==> config.mk <==
export PLATFORM = sky130hd
export DESIGN_NAME = dircc_heat_cell
export DESIGN_NICKNAME = d
export VERILOG_FILES = /design/src/rtl/dircc_heat_cell.sv
export SDC_FILE = /design/constraint.sdc
export NUM_CORES = 1
export LEC_CHECK = 0
export CORE_MARGIN = 3
export CORE_UTILIZATION = 39
export CTS_BUF_LIST = sky130_fd_sc_hd__clkbuf_8 sky130_fd_sc_hd__clkbuf_16
export DETAILED_ROUTE_END_ITERATION = 8
export GPL_ROUTABILITY_DRIVEN = 0
export HOLD_SLACK_MARGIN = 0.06
export PLACE_DENSITY = 0.69
export RECOVER_POWER = 50
export SETUP_SLACK_MARGIN = 0.05
export SLEW_MARGIN = 20
export SYNTH_ARGS = -nofsm -noshare
export SYNTH_HDL_FRONTEND = slang
export SYNTH_SLANG_ARGS = --single-unit
==> constraint.sdc <==
create_clock -name clk -period 4.51 [get_ports clk]
set_input_delay 0.451 -clock clk [delete_from_list [all_inputs] [get_ports clk]]
set_output_delay 0.451 -clock clk [all_outputs]
set_load 0.03 [all_outputs]
==> src/rtl/dircc_heat_cell.sv <==
// One heat-diffusion graph device: collects neighbour heat reports for each time step,
// relaxes its own temperature with a fixed-point kernel, and announces every step.
module dircc_heat_cell #(
  parameter int unsigned NEIGHBOUR_COUNT = 4,
  parameter logic [7:0]  SELF_WEIGHT     = 8'd52,
  parameter logic [14:0] INIT_VALUE      = 15'd0,
  parameter bit          IS_DIRICHLET    = 1'b0,
  parameter logic [12:0] MAX_TIME        = 13'd3
) (
  input  logic        clk,
  input  logic        reset_n,
  input  logic        in_valid,
  output logic        in_ready,
  input  logic [12:0] in_t,
  input  logic [14:0] in_temp,
  input  logic [7:0]  in_weight,
  output logic        out_valid,
  input  logic        out_ready,
  output logic [12:0] out_t,
  output logic [14:0] out_temp,
  output logic        done,
  output logic        err
);

  typedef enum logic [1:0] {
    ST_SEND    = 2'd0,
    ST_RECV    = 2'd1,
    ST_COMPUTE = 2'd2,
    ST_DONE    = 2'd3
  } state_t;

  localparam logic [2:0] NEIGHBOURS_C = 3'(NEIGHBOUR_COUNT);

  // (sum >> 8) clamped to the 15-bit heat range
  function automatic logic [14:0] sat15(input logic [25:0] v);
    logic [14:0] r;
    if (v[25:23] != 3'b000) begin
      r = 15'h7FFF;
    end else begin
      r = v[22:8];
    end
    return r;
  endfunction

  state_t      state_r;
  logic [12:0] t_r;
  logic [14:0] heat_r;
  logic [25:0] acc_now_r;
  logic [2:0]  seen_now_r;
  logic [25:0] acc_next_r;
  logic [2:0]  seen_next_r;
  logic        out_valid_r;
  logic        in_ready_r;
  logic        done_r;
  logic        err_r;
  logic [12:0] out_t_r;
  logic [14:0] out_temp_r;

  logic [22:0] prod23_s;
  logic [25:0] prod_s;
  logic [22:0] self_term_s;
  logic [25:0] sum_s;
  logic [14:0] new_heat_s;
  logic [12:0] t_plus1_s;
  logic [2:0]  seen_now_inc_s;
  logic        in_hs_s;

  assign prod23_s       = in_temp * in_weight;
  assign prod_s         = {3'b000, prod23_s};
  assign self_term_s    = SELF_WEIGHT * heat_r;
  assign sum_s          = acc_now_r + {3'b000, self_term_s};
  assign new_heat_s     = IS_DIRICHLET ? INIT_VALUE : sat15(sum_s);
  assign t_plus1_s      = t_r + 13'd1;
  assign seen_now_inc_s = seen_now_r + 3'd1;
  assign in_hs_s        = in_valid & in_ready_r;

  // Device FSM: state registers and all registered outputs
  always_ff @(posedge clk or negedge reset_n) begin
    if (!reset_n) begin
      state_r     <= ST_SEND;
      t_r         <= 13'd0;
      heat_r      <= INIT_VALUE;
      acc_now_r   <= 26'd0;
      seen_now_r  <= 3'd0;
      acc_next_r  <= 26'd0;
      seen_next_r <= 3'd0;
      out_valid_r <= 1'b1;
      in_ready_r  <= 1'b0;
      done_r      <= 1'b0;
      err_r       <= 1'b0;
      out_t_r     <= 13'd0;
      out_temp_r  <= INIT_VALUE;
    end else begin
      case (state_r)
        ST_SEND: begin
          if (out_ready) begin
            out_valid_r <= 1'b0;
            if (t_r == MAX_TIME) begin
              state_r    <= ST_DONE;
              done_r     <= 1'b1;
              in_ready_r <= 1'b1;
            end else if (seen_now_r == NEIGHBOURS_C) begin
              // every neighbour already reported early: skip RECV
              state_r <= ST_COMPUTE;
            end else begin
              state_r    <= ST_RECV;
              in_ready_r <= 1'b1;
            end
          end
        end
        ST_RECV: begin
          if (in_hs_s) begin
            if (in_t == t_r) begin
              acc_now_r  <= acc_now_r + prod_s;
              seen_now_r <= seen_now_inc_s;
              if (seen_now_inc_s == NEIGHBOURS_C) begin
                state_r    <= ST_COMPUTE;
                in_ready_r <= 1'b0;
              end
            end else if (in_t == t_plus1_s) begin
              acc_next_r  <= acc_next_r + prod_s;
              seen_next_r <= seen_next_r + 3'd1;
            end else begin
              err_r <= 1'b1;
            end
          end
        end
        ST_COMPUTE: begin
          heat_r      <= new_heat_s;
          t_r         <= t_plus1_s;
          acc_now_r   <= acc_next_r;
          seen_now_r  <= seen_next_r;
          acc_next_r  <= 26'd0;
          seen_next_r <= 3'd0;
          out_valid_r <= 1'b1;
          out_t_r     <= t_plus1_s;
          out_temp_r  <= new_heat_s;
          state_r     <= ST_SEND;
        end
        ST_DONE: begin
          // late inputs are swallowed silently
          in_ready_r <= 1'b1;
        end
        default: begin
          state_r     <= ST_SEND;
          out_valid_r <= 1'b1;
          in_ready_r  <= 1'b0;
        end
      endcase
    end
  end

  assign in_ready  = in_ready_r;
  assign out_valid = out_valid_r;
  assign out_t     = out_t_r;
  assign out_temp  = out_temp_r;
  assign done      = done_r;
  assign err       = err_r;

endmodule

# Word-level counts from Yosys, hierarchy flattened
# Index checks and enable logic that the tools add are counted.
[totals] ff_bits=92 elab_cells=81
[classes] n_addsub=6 mul=2 eq_ne=15 n_mux=31 bitwise=3 reduce_logical=13
[ops] operator="2-to-1 mux 26 bit" count=5
[ops] operator="one-hot mux 26 bit (2 select lines)" count=2
[ops] operator="adder 26 x 23 -> 26 bit" count=2
[ops] operator="adder 26 x 21 -> 26 bit" count=1
[ops] operator="equality test 13 bit" count=2
[ops] operator="multiplier 15 x 8 -> 23 bit" count=1
[ops] operator="multiplier 4 x 15 -> 19 bit, first input constant" count=1
[ops] operator="2-to-1 mux 15 bit" count=1
[ops] operator="2-to-1 mux 3 bit" count=5
[ops] operator="adder 13 x 1 -> 13 bit, second input constant" count=1
[ops] operator="equality test 13 x 2 -> 1 bit, second input constant" count=1
[ops] operator="2-to-1 mux 2 bit" count=6
[ops] operator="!= test 2 bit, second input constant" count=6
[ops] operator="one-hot mux 3 bit (2 select lines)" count=2
[ops] operator="nonzero test 3 bit" count=3
[ops] operator="AND reduction 4 bit" count=2
[ops] operator="2-to-1 mux 1 bit" count=7
[ops] operator="adder 3 x 1 -> 3 bit, second input constant" count=2
[ops] operator="equality test 3 bit, second input constant" count=2
[ops] operator="one-hot mux 2 bit (3 select lines)" count=1
[ops] operator="AND reduction 3 bit" count=2
[ops] operator="AND reduction 6 bit" count=1
[ops] operator="AND reduction 5 bit" count=1
[ops] operator="equality test 2 bit, second input constant" count=2
[ops] operator="9 further kinds" count=11

# Depth between registers and ports, before layout
[logic_depth] depth_word=6 mapped_depth=28

# Worst setup path before layout
# No wires, ideal clock.
[synth_timing] path_type="input-to-reg" start="input port in_weight[7]" end="register acc_now_r[22]" setup_ns=0.137 t_arrival_ns=6.106 required_time_ns=4.373 slack_ns=-1.733 cell_stages=25 n_path_buf=1 path_cell_list="clkbuf_1 > nand2_1 > fa_1 > fa_1 > inv_1 > fa_1 > inv_1 > fa_1 > inv_1 > ha_1 > nand2_1 > o21ai_0 > o21a_1 > nand4_1 > a31oi_1 > a41oi_1 > nor2b_1 > xnor2_1 > ha_1 > nand2_1 > or3_1 > nor3_1 > o211ai_1 > a2111oi_0 > nor3_1"
[synth_via] elab_chain_cells=5
[synth_lines] element="start: declaration" line_no="16" rtl="input logic [7:0] in_weight,"
[synth_lines] element="multiplier 15 x 8 -> 23 bit" line_no="68" rtl="assign prod23_s = in_temp * in_weight;"
[synth_lines] element="adder 26 x 23 -> 26 bit" line_no="114" rtl="acc_now_r <= acc_now_r + prod_s;"
[synth_lines] element="2-to-1 mux 26 bit" line_no="113" rtl="if (in_t == t_r) begin"
[synth_lines] element="2-to-1 mux 26 bit" line_no="112" rtl="if (in_hs_s) begin"
[synth_lines] element="one-hot mux 26 bit (2 select lines)" line_no="94" rtl="case (state_r)"
[synth_lines] element="end signal: assignment" line_no="114"
[synth_lines] element="end signal: assignment" line_no="131" rtl="acc_now_r <= acc_next_r;"
[synth_lines] element="end: declaration" line_no="48" rtl="logic [25:0] acc_now_r;"
# Every way passes these cells. The select of a mux whose other input is x is not followed.
# A chain may end at the register's enable or synchronous reset.

# Worst setup path after layout
[layout_timing] start="input port in_weight[5]" end="register acc_next_r[23]"
[layout_via] elab_chain_cells=6
[layout_lines] element="multiplier 15 x 8 -> 23 bit" line_no="68"
[layout_lines] element="adder 26 x 23 -> 26 bit" line_no="121" rtl="acc_next_r <= acc_next_r + prod_s;"
[layout_lines] element="2-to-1 mux 26 bit" line_no="120" rtl="end else if (in_t == t_plus1_s) begin"
[layout_lines] element="2-to-1 mux 26 bit" line_no="113"
[layout_lines] element="2-to-1 mux 26 bit" line_no="112"
[layout_lines] element="one-hot mux 26 bit (2 select lines)" line_no="94"
[layout_lines] element="end signal: assignment" line_no="121"
[layout_lines] element="end: declaration" line_no="50" rtl="logic [25:0] acc_next_r;"
# Every way passes these cells. The select of a mux whose other input is x is not followed.

==> impl_metrics.ini <==
[status]
outcome = complete, but fails checks
violations = capacitance limit, slew limit, setup timing

[clocking]
ctsRootBufferMaster = clkbuf_16
clock_path_buffers = 2
tritoncts = done
clock_sinks = 92
h-tree-depth = 3
clock_latency_ns = 0.35
cts_buffers = 9
clk_pin_slew_worst_paths_ns = 0.07
postCtsHoldBufs = 0

[layout]
final_cell_mix = 241 x buf_4, 170 x inv_1, 124 x ha_1, 90 x nand2_1, 86 x dfrtp_1
nFillCells = 2663
area_delta_synth_final_pct = 39.85
num-nets-final = 2063
diodes = 0
drive_gt1_share_pct = 31.93
ff_latch_area_um2 = 2310
multi_input_comb_area_um2 = 10760
final_common_cell = buf_4

[synthesis]
syn-num-nets = 1750
synth-edff-count = 0
ys_seq_area_share_pct = 18.45
synth_warnings = 0
ys_types = 73
synth_cells = 1464
synth_seq_cells = 92
synth_area_um2 = 12480
async_reset_ff_share_pct = 100.0
synthFlopType = dfrtp_1
syn_area_per_cell_um2 = 8.527

[sta]
period_needed_ns = 5.833
tightest_slew_ns = 2.921
timing.final.crit_share_pct = 129.3
rsz0062_at_grt = true
fmax_ghz = 0.1714
setup_slack_ns = -1.323
slew_violations = 54
clock_skew_ns = 0.01163
setup_viol = 50
relSlewSlack_pct = -94.73
hold_viol = 0

[grt]
antenna_found_initial = 0
grt_pass1_wl_mm = 54.72
grt_max_degree = 54
track_usage_pct = 18.92
grt_pass1_vias = 11590
grt-ovfl-total = 0

[setup_path]
cpMaxStageDelayCell = fa_2
crit_buf_inv = 4
r2r-start = out_temp[2]$_DFFE_PN0P_
cp_slowest_stage_delay_ns = 0.56
cpMostUsedCell = a21o_1
crit_type = input pin to register
cp_top_family = adder cells
arrival_ns = 6.07
path_max_fanout = 9
crit_path_end_kind = register
required_ns = 4.74
critPathLaunch = in_weight[5]
startpoint_type = input pin

[route]
dr_total_vias = 11550
drc = 0
ant_nets = 0
via_per_inst = 5.303
drt_iter0_drc = 624
dr.pass1.iters = 5
routed_wl_mm = 33.04
wire_per_inst_um = 15.17

[hold_path]
min_from = err$_DFFE_PN0P_
hp-class = register to register

[die]
fp.coreArea_um2 = 31070
fp.dieH_um = 184.9
row_count = 64
io_pins = 72
initial_utilization_pct = 40.18
die_area_um2 = 34190
die_w_um = 184.9

[job]
drv_cap = 1

[placed_design]
place.detailed.hpwl_mm = 24.36
port_buffers = 71
preCtsSetupSlack_ns = -2.280
==> area by class of cell <==
cell class	count	area share (%)
inverters	186	3.999
clock buffers	9	1.290
clock inverters	7	0.4300
multi-input cells	1142	61.61
well taps	396	2.838
repair buffers	346	16.61
flip-flops and latches	92	13.23
==> worst paths after layout <==
kind	endpoint	slack (ns)	cells past startpoint
worst max-delay path	acc_next_r[23]$_DFFE_PN0P_	-1.32	25
worst max register to register	out_temp[4]$_DFFE_PN0P_	-0.28	22
worst min register to register	err$_DFFE_PN0P_	0.47	1
min in group asynchronous	in_ready$_DFFE_PN0P_	1.04	1
worst min-delay path	err$_DFFE_PN0P_	0.47	1
max in group asynchronous	acc_next_r[8]$_DFFE_PN0P_	1.31	2
==> sequential cells by signal (all words and copies together) (netlist names) <==
name / cells
seen_next_r: 3
out_temp: 15
out_t: 13
acc_next_r: 26
acc_now_r: 26
state_r: 2
done: 1
seen_now_r: 3
in_ready: 1
out_valid: 1
err: 1
==> cell usage after synthesis (25+ instances only) <==
cell type,number,share of area [%]
a21oi_1,96,3.8
ha_1,154,15
nor2_1,93,2.8
a31oi_1,29,1.5
and2_1,102,5.1
nand2_1,106,3.2
clkbuf_1,31,0.93
nor3_1,25,1.0
nand3_1,30,1.2
inv_1,186,5.6
fa_1,92,15
xnor2_1,67,4.7
xor2_1,36,2.5
dfrtp_1,91,18
o21ai_0,52,2.1
a21o_1,33,2.0
==> per-layer routing <==
metal | global-route usage, % | up-vias | wire, µm
li1 | - | 5655 | -
met1 | 26.26 | 5582 | 15210
met2 | 32.42 | 271 | 16180
met3 | 1.434 | 42 | 1149
met4 | 4.202 | 0 | 497
met5 | 0 | - | 0
==> per-stage QoR <==
stage	area, µm²	setup TNS, ns	util (%)	hold slack (ns)	instances
2_1_floorplan	12890	-30.48	-	0.1554	1464
3_3_place_gp	15530	-68.64	50.00	0.4693	2108
3_5_place_dp	15530	-72.87	50.00	0.4593	2108
4_1_cts	16700	-34.89	53.74	0.1685	2153
5_1_grt	17460	-48.73	56.19	0.4990	2178
6_report	17460	-37.15	56.19	0.4730	2178
==> cells by family (layout without fill, tap and decap cells) <==
logic type                 Yosys count  after routing  share of synthesized area (%)
buffers and inverters              230            548                          7.096
AOI/OAI and AO/OA                  335            335                          17.70
xor gates and xnor gates           103            103                          7.227
and+or+nand+nor                    447            447                          18.42
DFF                                 92             92                          18.45
adders and majority gates          246            246                          30.19
muxes                               11             11                         0.9121
==> repair_timing <==
action,in CTS,in global routing
gates cloned,1,1
pin swaps,144,112
setup buffers,31,28
endpoints found under the setup margin,56,54
resized for setup,245,115
Power is not shown: default switching activity piles up to over one toggle a cycle in this logic, so the estimate is an artifact.
